## src/rtl/ram4k_ctrl_pkg.sv

```systemverilog
// ram4k_ctrl_pkg
//   Shared sizes and types for the RAM4K access controller.
//   ADDR_W / DATA_W / DEPTH describe the 4096 x 16 storage array.
//   state_t is the controller mode: serving requests or sweeping a clear.
package ram4k_ctrl_pkg;

    localparam int ADDR_W = 12;
    localparam int DATA_W = 16;
    localparam int DEPTH  = 4096;

    typedef enum logic {
        ST_IDLE  = 1'b0,
        ST_CLEAR = 1'b1
    } state_t;

endpackage

```

## src/rtl/rr_arb2.sv

```systemverilog
// rr_arb2
//   Two-requester round-robin picker, purely combinational.
//   Ports:
//     req[1:0]    in   request lines, bit n = port n
//     last_grant  in   port that completed the most recent handshake
//     enable      in   when low no grant is issued
//     grant[1:0]  out  one-hot grant (or zero)
module rr_arb2 (
    input  logic [1:0] req,
    input  logic       last_grant,
    input  logic       enable,
    output logic [1:0] grant
);

    always_comb begin
        // NOTE: every combinational output gets a default first so no path
        // leaves it unassigned, which would otherwise infer a latch.
        grant = 2'b00;
        if (enable) begin
            case (req)
                2'b01:   grant = 2'b01;
                2'b10:   grant = 2'b10;
                // Contention: the port that did not win last time goes now.
                2'b11:   grant = last_grant ? 2'b01 : 2'b10;
                default: grant = 2'b00;
            endcase
        end
    end

endmodule

```

## src/rtl/ram4k_ctrl.sv

```systemverilog
// ram4k_ctrl
//   Round-robin access controller and clear sequencer in front of one
//   RAM4K (4096 x 16) array. At most one access per cycle; read data is
//   returned one cycle after the grant. A clear sweep writes CLEAR_VALUE to
//   every address, one address per cycle.
//   Ports:
//     clk, rst_n                   clock, asynchronous active-low reset
//     req_valid/req_we[1:0]        per-port request valid / write enable
//     req_addr0/1, req_wdata0/1    per-port address and write data
//     req_ready[1:0]               per-port grant (combinational)
//     rsp_valid[1:0], rsp_rdata    read response, one cycle after grant
//     clear_start, busy,clear_done clear sweep control and status
//     mem_address/in/load, mem_out connection to the RAM4K instance
module ram4k_ctrl
    import ram4k_ctrl_pkg::*;
#(
    parameter logic [DATA_W-1:0] CLEAR_VALUE = 16'h0000
) (
    input  logic              clk,
    input  logic              rst_n,
    input  logic [1:0]        req_valid,
    input  logic [1:0]        req_we,
    input  logic [ADDR_W-1:0] req_addr0,
    input  logic [ADDR_W-1:0] req_addr1,
    input  logic [DATA_W-1:0] req_wdata0,
    input  logic [DATA_W-1:0] req_wdata1,
    output logic [1:0]        req_ready,
    output logic [1:0]        rsp_valid,
    output logic [DATA_W-1:0] rsp_rdata,
    input  logic              clear_start,
    output logic              busy,
    output logic              clear_done,
    output logic [ADDR_W-1:0] mem_address,
    output logic [DATA_W-1:0] mem_in,
    output logic              mem_load,
    input  logic [DATA_W-1:0] mem_out
);

    state_t            r_state;
    state_t            w_state_nxt;
    logic [ADDR_W-1:0] r_counter;
    logic [ADDR_W-1:0] r_addr_hold;
    logic              r_last_grant;
    logic [1:0]        r_rsp_valid;
    logic [DATA_W-1:0] r_rsp_rdata;
    logic [1:0]        w_grant;
    logic [1:0]        w_rd_grant;
    logic              w_sweep_last;
    logic              w_arb_en;

    // Gating with rst_n keeps req_ready (and hence mem_load) at zero while
    // reset is held, even if requesters keep valid asserted.
    assign w_arb_en = (r_state == ST_IDLE) && rst_n;

    rr_arb2 u_arb (
        .req        (req_valid),
        .last_grant (r_last_grant),
        .enable     (w_arb_en),
        .grant      (w_grant)
    );

    assign w_rd_grant   = w_grant & ~req_we;
    assign w_sweep_last = (r_state == ST_CLEAR) && (r_counter == ADDR_W'(DEPTH - 1));

    assign req_ready  = w_grant;
    assign rsp_valid  = r_rsp_valid;
    assign rsp_rdata  = r_rsp_rdata;
    assign busy       = (r_state == ST_CLEAR);
    assign clear_done = w_sweep_last;

    // Next-state logic.
    always_comb begin
        w_state_nxt = r_state;
        case (r_state)
            ST_IDLE:  if (clear_start)  w_state_nxt = ST_CLEAR;
            ST_CLEAR: if (w_sweep_last) w_state_nxt = ST_IDLE;
            default:  w_state_nxt = ST_IDLE;
        endcase
    end

    // RAM drive. With no grant the address parks on its last value so the
    // array sees a stable address between accesses.
    always_comb begin
        mem_address = r_addr_hold;
        mem_in      = '0;
        mem_load    = 1'b0;
        if (r_state == ST_CLEAR) begin
            mem_address = r_counter;
            mem_in      = CLEAR_VALUE;
            mem_load    = 1'b1;
        end else if (w_grant[0]) begin
            mem_address = req_addr0;
            mem_in      = req_wdata0;
            mem_load    = req_we[0];
        end else if (w_grant[1]) begin
            mem_address = req_addr1;
            mem_in      = req_wdata1;
            mem_load    = req_we[1];
        end
    end

    // NOTE: sequential state uses non-blocking assignments so every flop
    // samples the pre-edge values regardless of statement order.
    always_ff @(posedge clk or negedge rst_n) begin
        if (!rst_n) begin
            r_state      <= ST_IDLE;
            r_counter    <= '0;
            r_addr_hold  <= '0;
            r_last_grant <= 1'b1;
            r_rsp_valid  <= 2'b00;
            r_rsp_rdata  <= '0;
        end else begin
            r_state     <= w_state_nxt;
            // Counter runs only in CLEAR; the 12-bit wrap after 4095
            // returns it to 0 together with the exit to IDLE.
            r_counter   <= (r_state == ST_CLEAR) ? r_counter + ADDR_W'(1) : '0;
            r_addr_hold <= mem_address;
            if (|w_grant) begin
                r_last_grant <= w_grant[1];
            end
            r_rsp_valid <= w_rd_grant;
            if (|w_rd_grant) begin
                r_rsp_rdata <= mem_out;
            end
        end
    end

endmodule

```

## config.mk

```make
export PLATFORM = sky130hd
export DESIGN_NAME = ram4k_ctrl
export DESIGN_NICKNAME = d
export VERILOG_FILES = /design/src/rtl/ram4k_ctrl_pkg.sv /design/src/rtl/rr_arb2.sv /design/src/rtl/ram4k_ctrl.sv
export SDC_FILE = /design/constraint.sdc
export NUM_CORES = 1
export LEC_CHECK = 0
export BUFFER_PORTS_ARGS = -buffer_cell sky130_fd_sc_hd__buf_2
export CORE_MARGIN = 4
export CORE_UTILIZATION = 47
export CTS_CLUSTER_DIAMETER = 40
export DETAILED_ROUTE_END_ITERATION = 12
export HOLD_SLACK_MARGIN = 0.06
export PLACE_DENSITY = 0.86
export SLEW_MARGIN = 10
export SYNTH_ARGS = -nofsm -noshare
export SYNTH_HDL_FRONTEND = slang
export SYNTH_SLANG_ARGS = --single-unit
export TNS_END_PERCENT = 5
```

## constraint.sdc

```tcl
create_clock -name clk -period 5 [get_ports clk]
set_input_delay 0.25 -clock clk [delete_from_list [all_inputs] [get_ports clk]]
set_output_delay 0.25 -clock clk [all_outputs]
set_load 0.01 [all_outputs]
```

==> results of run 1 <==
==> sequential cells by signal, indices dropped and copies added (netlist names) <==
register,cells
rsp_rdata,16
r_addr_hold,12
rsp_valid,2
busy,1
r_counter,12
r_last_grant,1
==> stage by stage <==
step	std cells	utilization (%)	hold WS [ns]	worst slack (ns)
2_1_floorplan	194	-	-0.0456	3.22
3_3_place_gp	365	63.8	0.429	2.53
3_5_place_dp	365	63.8	0.446	2.46
4_1_cts	372	65.5	0.139	2.15
5_1_grt	372	65.5	0.166	1.92
6_report	372	65.5	0.101	2.15
==> worst register-to-register path: stages, from the launching register on <==
cell and delay [ns]:
dfrtp_1 0.48, inv_1 0.57, nand4_4 0.38, o22ai_4 0.64, mux2_2 0.41
==> cells in the final DEF (no fill, tap or decap), drive strengths merged, types with 2 or more instances in the layout <==
cell / count
nor2: 16
nand4: 5
nand2: 28
nand3: 5
buf: 130
and3: 3
o21ai: 2
a22o: 16
dfrtp: 43
xor2: 8
inv: 3
clkbuf: 6
a31oi: 12
o22ai: 11
nand2b: 2
mux2: 16
==> per-layer routing <==
metal	up-vias	global-route usage [%]	share of wire, %
met5	-	0	0
met2	103	37.0	51
met1	963	23.3	40
met4	0	5.52	1.5
li1	956	-	-
met3	11	4.86	7.7
==> kinds of logic after synthesis <==
| kind of cell | after synthesis | share of synthesized area, % |
|---|---|---|
| AOI/OAI and AO/OA | 45 | 15.7 |
| muxes | 16 | 10.0 |
| adders and majority gates | 1 | 0.577 |
| xor gates and xnor gates | 9 | 3.64 |
| buffers and inverters | 14 | 3.81 |
| DFF | 44 | 50.8 |
| and+or+nand+nor | 65 | 15.4 |
==> final timing paths <==
check                                           from                   endpoint  slack (ns)
min reg2reg                rsp_rdata[10]$_DFFE_PN0P_  rsp_rdata[10]$_DFFE_PN0P_        0.51
max reg2reg                           busy$_DFF_PN0_   rsp_rdata[8]$_DFFE_PN0P_        2.41
max                                   busy$_DFF_PN0_             mem_address[0]        2.15
min                                            rst_n    r_counter[10]$_DFF_PN0_        0.10
min in group clk                           req_we[1]     rsp_valid[1]$_DFF_PN0_        0.18
max in group asynchronous                      rst_n   r_addr_hold[3]$_DFF_PN0_        4.50
==> layout make-up <==
class / instances / area [µm²]
Clock buffer: 6 / 72.6
Clock inverter: 1 / 5.00
Fill cell: 361 / 1520
Inverter: 3 / 11.3
Multi-Input combinational cell: 136 / 983
Sequential cell: 44 / 1100
Tap cell: 52 / 65.1
Timing Repair Buffer: 130 / 653
==> power breakdown <==
group	internal, mW	switching, mW
Combinational	0.110	0.121
Sequential	0.421	0.0562
Clock	0.0950	0.107
==> flow_summary.yaml, run 1 <==
synth:
  seq_area_frac_synth_pct: 50.8
  netlist_instances: 194
  synth_area_leaders: "dfrtp_1, mux2_4, a22o_1"
  avgSynthCellArea_um2: 11.2
  yosys_register_bits: 44
  ys_types: 36
  yosysMostFrequentCell: "dfrtp_1"
  ys.flop_type: "dfrtp_1"
  synth_nets: 274
  async_reset_ff_share_pct: 100
  yosysWarnings: 0
  synth_edf_count: 0
  synth_common_cells: "dfrtp_1, nand2_1, a22o_1, nor2_1, a31oi_1"
  synth_area_um2: 2170
  yosysTopAreaCell: "dfrtp_1"
  synth.top_cell.area_share_pct: 49.6
timing:
  max_slew_margin_pct: 29.6
  worst_pin_slew_ns: 1.05
  setup_viol_count_final: 0
  fin_skew_ns: 0.00699
  period_needed_ns: 2.85
  setup_tns_ns: 0
  fin_crit_sh_pct: 57.1
  finalHoldViolations: 0
  drv_slew: 0
  grt_setup_unrepaired: "no"
  max_clock_freq_mhz: 350
final_layout:
  final_area_um2: 2890
  finish.net_count: 400
  antenna_cells: 0
  drive_gt1_share_pct: 49.7
  area_growth_pct: 33.4
clock_network:
  numCtsBuffers: 5
  cts_resized: 0
  clk_pin_slew_ns: 0.08
  cts_setup_buffers: 0
  root_buffer: "clkbuf_8"
  cts_buffer_depth: 2
  h-tree-depth: 2
  clk_latency_ns: 0.28
  cts_num_sinks: 44
  cts_hold_buffers: 0
  cts_tree: "built"
floorplanning:
  dieHeight_um: 75.9
  fp-row-count: 24
  ioPinCount: 130
  start_util_pct: 49.1
  dieArea_um2: 5760
  die_w_um: 75.9
  core_um2: 4410
detailed_routing:
  vias_per_cell: 5.47
  postRouteAntennaNets: 0
  drt-initial-drc-count: 117
  drt-pass1-iter-count: 4
  vias: 2033
  drc_errors: 0
  finalWirelength_mm: 6.03
  wl_per_cell_um: 16.2
worst_setup_path:
  end_kind: "primary output"
  critPathArrivalTime_ns: 2.60
  cp_cell_sequence: "and3b_2 > nand2_4 > inv_1 > nand2_1 > a311oi_1 > buf_2"
  cp_top_family: "buffers and inverters"
  slowest_delay_ns: 0.67
  start_kind: "flip-flop"
  cp_max_fo: 29
  cp.required_ns: 4.75
  r2r.worst_path.cells: 4
  crit_type: "reg2out"
  cp_num_cells: 6
  slowest_stage: "inv_1"
  crit_buf_inv: 2
global_routing:
  grt_remaining_overflow: 0
  grt_first_pass_wirelength_mm: 9.71
  grt_pass1_vias: 2032
  grt_max_degree: 49
  grt_usage_pct: 20.3
  antenna_found_initial: 0
job:
  cap_violations: 0
placement:
  gp_congestion: 0.812
  io_buffers: 129
  placed_cell_area_um2: 2820
  hpwl_mm: 4.64
pwr:
  p_per_area_nw_per_um2: 315
  p_leak_nw: 1.57
  finalPower_uw: 911
  ir_drop_v: 0.000209
worst_hold_path:
  hp-class: "in2async"
status:
  status: "finished clean"
No activity file was read; power rests on OpenSTA's default activity.
==> inputs of run 2 (changes only) <==
--- a/config.mk
+++ b/config.mk
@@ -7,11 +7,11 @@
 export LEC_CHECK = 0
 export BUFFER_PORTS_ARGS = -buffer_cell sky130_fd_sc_hd__buf_2
 export CORE_MARGIN = 4
-export CORE_UTILIZATION = 47
+export CORE_UTILIZATION = 39
 export CTS_CLUSTER_DIAMETER = 40
 export DETAILED_ROUTE_END_ITERATION = 12
 export HOLD_SLACK_MARGIN = 0.06
-export PLACE_DENSITY = 0.86
+export PLACE_DENSITY = 0.76
 export SLEW_MARGIN = 10
 export SYNTH_ARGS = -nofsm -noshare
 export SYNTH_HDL_FRONTEND = slang
==> constraint.sdc (replaced) <==
create_clock -name clk -period 2.4 [get_ports clk]
set_input_delay 0.12 -clock clk [delete_from_list [all_inputs] [get_ports clk]]
set_output_delay 0.12 -clock clk [all_outputs]
set_load 0.01 [all_outputs]
==> flow_summary.yaml, run 2 (synthesis results as in run 1) <==
pwr:
  finalPower_mw: 2.09
  p_clk_share_pct: 29.0
  p_comb_share_pct: 23.4
  swShare_pct: 28.8
  p_leak_nw: 1.68
  p_per_area_nw_per_um2: 660
  ir_drop_v: 0.000389
  p_seq_share_pct: 47.6
  p_int_mw: 1.49
  p_sw_uw: 603
worst_setup_path:
  crit_buf_inv: 3
  slowest_delay_ns: 0.48
  crit_type: "reg2out"
  start_kind: "flip-flop"
  cp.required_ns: 2.28
  cp_cell_sequence: "and3b_2 > nand2_4 > inv_1 > buf_6 > nand2_1 > a31oi_1 > buf_2"
  cp_max_fo: 28
  end_kind: "primary output"
  critPathArrivalTime_ns: 2.04
  slowest_stage: "dfrtp_2"
  cp_top_family: "simple AND/OR/NAND/NOR gates"
timing:
  drv_slew: 0
  fin_skew_ns: 0.00476
  hold_ws_ns: 0.0693
  grt_setup_unrepaired: "no"
  setup_tns_ns: 0
  setup_viol_count_final: 0
  max_clock_freq_mhz: 462
  period_needed_ns: 2.16
  finalHoldViolations: 0
  max_slew_margin_pct: 54.4
  worst_pin_slew_ns: 0.684
  fin_crit_sh_pct: 90.2
global_routing:
  grt_remaining_overflow: 0
  grt_first_pass_wirelength_mm: 9.74
  antenna_found_initial: 0
  grt_usage_pct: 19.3
  grt_max_degree: 35
  grt_pass1_vias: 2021
final_layout:
  final_cell_mix: "buf_2, dfrtp_1, nand2_1"
  finish.net_count: 421
  drive_gt1_share_pct: 48.2
  area_growth_pct: 46.3
  final_common_cell: "buf_2"
  largest_reg_flops: 16
  nFillCells: 440
  antenna_cells: 0
floorplanning:
  ioPinCount: 130
  dieHeight_um: 82.6
  die_w_um: 82.6
  dieArea_um2: 6820
  start_util_pct: 41.4
  core_um2: 5240
  fp-row-count: 26
worst_hold_path:
  hp-class: "in2reg"
detailed_routing:
  vias_per_cell: 5.09
  wl_per_cell_um: 15.9
  postRouteAntennaNets: 0
  maxUsedRoutingLayer: "met4"
  drc_errors: 0
  wl_met2_mm: 3.25
  finalWirelength_mm: 6.55
  met3RoutedLength_um: 622
  vias: 2098
  drt-met1-wl_mm: 2.52
  drt-pass1-iter-count: 4
  drt-initial-drc-count: 178
clock_network:
  clk_pin_slew_ns: 0.08
  h-tree-depth: 2
  root_buffer: "clkbuf_8"
  cts_buffer_depth: 2
  clk_latency_ns: 0.29
  numCtsBuffers: 5
  cts_num_sinks: 44
  cts_tree: "built"
placement:
  hpwl_mm: 4.81
  io_buffers: 129
  gp_congestion: 0.832
job:
  cap_violations: 0
status:
  status: "finished clean"
run 2: changes by cell type in the layout (fill, tap and decap cells not counted), sizes merged:
cell / previous run / this run
buf: 130 / 133
bufinv: 0 / 1
clkbuf: 6 / 7
clkinv: 1 / 0
dlygate4sd3: 0 / 18
run 2: final timing paths:
check | start | to | slack [ns] | depth (start not counted)
setup / recovery | busy$_DFF_PN0_ | mem_address[7] | 0.24 | 7
hold / removal | mem_out[6] | rsp_rdata[6]$_DFFE_PN0P_ | 0.07 | 2
setup reg to reg | r_last_grant$_DFFE_PN1P_ | rsp_rdata[7]$_DFFE_PN0P_ | 0.28 | 4
hold reg to reg | rsp_rdata[8]$_DFFE_PN0P_ | rsp_rdata[8]$_DFFE_PN0P_ | 0.51 | 1
max in group asynchronous | rst_n | r_addr_hold[1]$_DFF_PN0_ | 1.05 | 3
min in group asynchronous | rst_n | rsp_rdata[4]$_DFFE_PN0P_ | 0.49 | 3
run 2: layout make-up:
cell class	count	area [µm²]	share of cell area, %
tap	70	87.6	2.76
clock buffer	7	96.3	3.04
inverter	3	11.3	0.355
clock inverter	1	30.0	0.947
sequential	44	1100	34.8
timing repair buffer	151	860	27.1
multi-input combinational	136	983	31.0
run 2: per-layer routing:
metal / GRT usage (%) / up-vias
met5: 0 / -
met1: 22.5 / 973
li1: - / 1002
met4: 7.35 / 0
met2: 34.0 / 108
met3: 4.77 / 15
run 2: metrics by stage:
step / instance area, µm² / worst slack [ns] / instances / utilization, %
floorplan: 2170 / 0.692 / 194 / -
global placement: 2860 / 0.326 / 386 / 54.6
detailed placement: 2860 / 0.265 / 386 / 54.6
CTS: 3170 / 0.107 / 412 / 60.5
global route: 3170 / 0.0365 / 412 / 60.6
finish: 3170 / 0.235 / 412 / 60.6
run 2: power groups by stage:
| stage | clock [mW] | sequential [mW] | combinational [mW] |
|---|---|---|---|
| after floorplan | 0 | 0.987 | 0.262 |
| after global placement | 0 | 1.00 | 0.459 |
| after detailed placement | 0 | 1.00 | 0.468 |
| after CTS | 0.625 | 0.993 | 0.493 |
| after global routing | 0.654 | 1.01 | 0.554 |
| final | 0.608 | 0.997 | 0.490 |
run 2: repair_timing:
action                                 4_1_cts  5_1_grt
buffers inserted                             0        0
gates resized for setup                      0        2
hold buffers                                18        0
setup endpoints to repair                    0        7
endpoints found under the hold margin       28        0
==> inputs of run 3 (changes only) <==
--- a/config.mk
+++ b/config.mk
@@ -6,12 +6,13 @@
 export NUM_CORES = 1
 export LEC_CHECK = 0
 export BUFFER_PORTS_ARGS = -buffer_cell sky130_fd_sc_hd__buf_2
+export CAP_MARGIN = 20
 export CORE_MARGIN = 4
 export CORE_UTILIZATION = 39
 export CTS_CLUSTER_DIAMETER = 40
 export DETAILED_ROUTE_END_ITERATION = 12
 export HOLD_SLACK_MARGIN = 0.06
-export PLACE_DENSITY = 0.76
+export PLACE_DENSITY_LB_ADDON = 0.1
 export SLEW_MARGIN = 10
 export SYNTH_ARGS = -nofsm -noshare
 export SYNTH_HDL_FRONTEND = slang
==> flow_summary.yaml, run 3 (synthesis results as in run 1) <==
final_layout:
  final_common_cell: "buf_2"
  antenna_cells: 0
  area_growth_pct: 47.5
  final_cell_mix: "buf_2, dfrtp_1, nand2_1"
  final_util_pct: 61.1
  drive_gt1_share_pct: 48.6
  largest_reg_flops: 16
  finish.net_count: 425
worst_setup_path:
  end_kind: "primary output"
  slowest_delay_ns: 0.53
  slowest_stage: "dlygate4sd3_1"
  start_kind: "input port"
  cp.required_ns: 2.28
  cp_cell_sequence: "dlygate4sd3_1 > buf_2 > and3b_2 > nand2_4 > clkinvlp_4 > buf_12 > a221o_1 > buf_2"
  cp_common_cell: "buf_2"
  critPathArrivalTime_ns: 2.14
  crit_type: "in2out"
  cp_max_fo: 21
global_routing:
  grt_remaining_overflow: 0
  grt_pass1_vias: 1966
  grt_max_degree: 37
  grt_first_pass_wirelength_mm: 9.96
  antenna_found_initial: 0
  grt_usage_pct: 20.0
detailed_routing:
  drt-met1-wl_mm: 2.71
  postRouteAntennaNets: 0
  maxUsedRoutingLayer: "met4"
  wl_met2_mm: 3.55
  drt-initial-drc-count: 62
  vias_per_cell: 5.04
  wl_per_cell_um: 16.6
  drt-pass1-iter-count: 4
  vias: 2095
  finalWirelength_mm: 6.91
  met3RoutedLength_um: 593
  drc_errors: 0
timing:
  max_slew_margin_pct: 69.9
  period_needed_ns: 2.26
  fin_crit_sh_pct: 94.4
  setup_viol_count_final: 0
  worst_pin_slew_ns: 0.451
  drv_slew: 0
  fin_skew_ns: 0.00891
  setup_tns_ns: 0
  max_clock_freq_mhz: 442
  hold_ws_ns: 0.0822
  grt_setup_unrepaired: "no"
  finalHoldViolations: 0
clock_network:
  h-tree-depth: 2
  cts_tree: "built"
  numCtsBuffers: 5
  clk_latency_ns: 0.30
  root_buffer: "clkbuf_8"
  cts_buffer_depth: 2
  clk_pin_slew_ns: 0.08
  cts_num_sinks: 44
pwr:
  ir_drop_v: 0.000344
  p_per_area_nw_per_um2: 627
  p_leak_nw: 1.68
placement:
  gp_congestion: 0.754
  io_buffers: 129
  hpwl_mm: 5.13
floorplanning:
  start_util_pct: 41.4
  dieHeight_um: 82.6
  die_w_um: 82.6
  fp-row-count: 26
  core_um2: 5240
  dieArea_um2: 6820
  ioPinCount: 130
worst_hold_path:
  hp-class: "in2reg"
status:
  status: "finished clean"
job:
  cap_violations: 0
-- run 3: layout make-up --
class | count | area (µm²)
inverter | 3 | 15.0
sequential | 44 | 1100
fill | 461 | 2040
multi-input combinational | 136 | 990
tap | 70 | 87.6
timing repair buffer | 155 | 903
clock buffer | 8 | 100
-- run 3: report_power, final --
group | total (mW) | internal (mW) | switching [mW]
sequential | 0.998 | 0.876 | 0.121
combinational | 0.500 | 0.252 | 0.249
clock | 0.509 | 0.263 | 0.246
-- run 3: worst paths after layout --
kind,from,endpoint,slack [ns],depth (start not counted)
max in group asynchronous,rst_n,r_last_grant$_DFFE_PN1P_,1.56,3
min in group asynchronous,rst_n,r_addr_hold[9]$_DFF_PN0_,0.37,3
worst min-delay path,req_valid[0],r_last_grant$_DFFE_PN1P_,0.08,2
worst min register to register,rsp_rdata[7]$_DFFE_PN0P_,rsp_rdata[7]$_DFFE_PN0P_,0.50,1
worst max register to register,r_last_grant$_DFFE_PN1P_,rsp_rdata[9]$_DFFE_PN0P_,0.40,5
worst max-delay path,rst_n,mem_load,0.14,8
-- run 3: worst max-delay path: cells and delay by family --
| family | cells | cell delay, ns |
|---|---|---|
| AOI/OAI and AO/OA | 1 | 0.32 |
| buffers and inverters | 5 | 1.28 |
| and+or+nand+nor | 2 | 0.41 |
-- run 3: what timing repair did --
action / in CTS / in global routing
hold buffers: 18 / 2
buffers inserted: 0 / 0
hold endpoints to repair: 60 / 2
endpoints found under the setup margin: 0 / 3
gates resized for setup: 0 / 3
-- run 3: routing by layer --
metal  up-vias  track usage, %
met5         -               0
met4         0            4.41
met3         6            5.21
met2        78            36.4
met1      1001            23.4
li1       1010               -
-- run 3: per-stage QoR --
step                setup slack, ns  power, mW  std cells  instance area [µm²]
floorplan                     0.692       1.25        194                 2170
CTS                          0.0286       2.02        414                 3170
finish                        0.135       2.01        416                 3200
detailed placement            0.359       1.48        388                 2890
global placement              0.388       1.48        388                 2890
global route                 0.0108       2.14        416                 3200
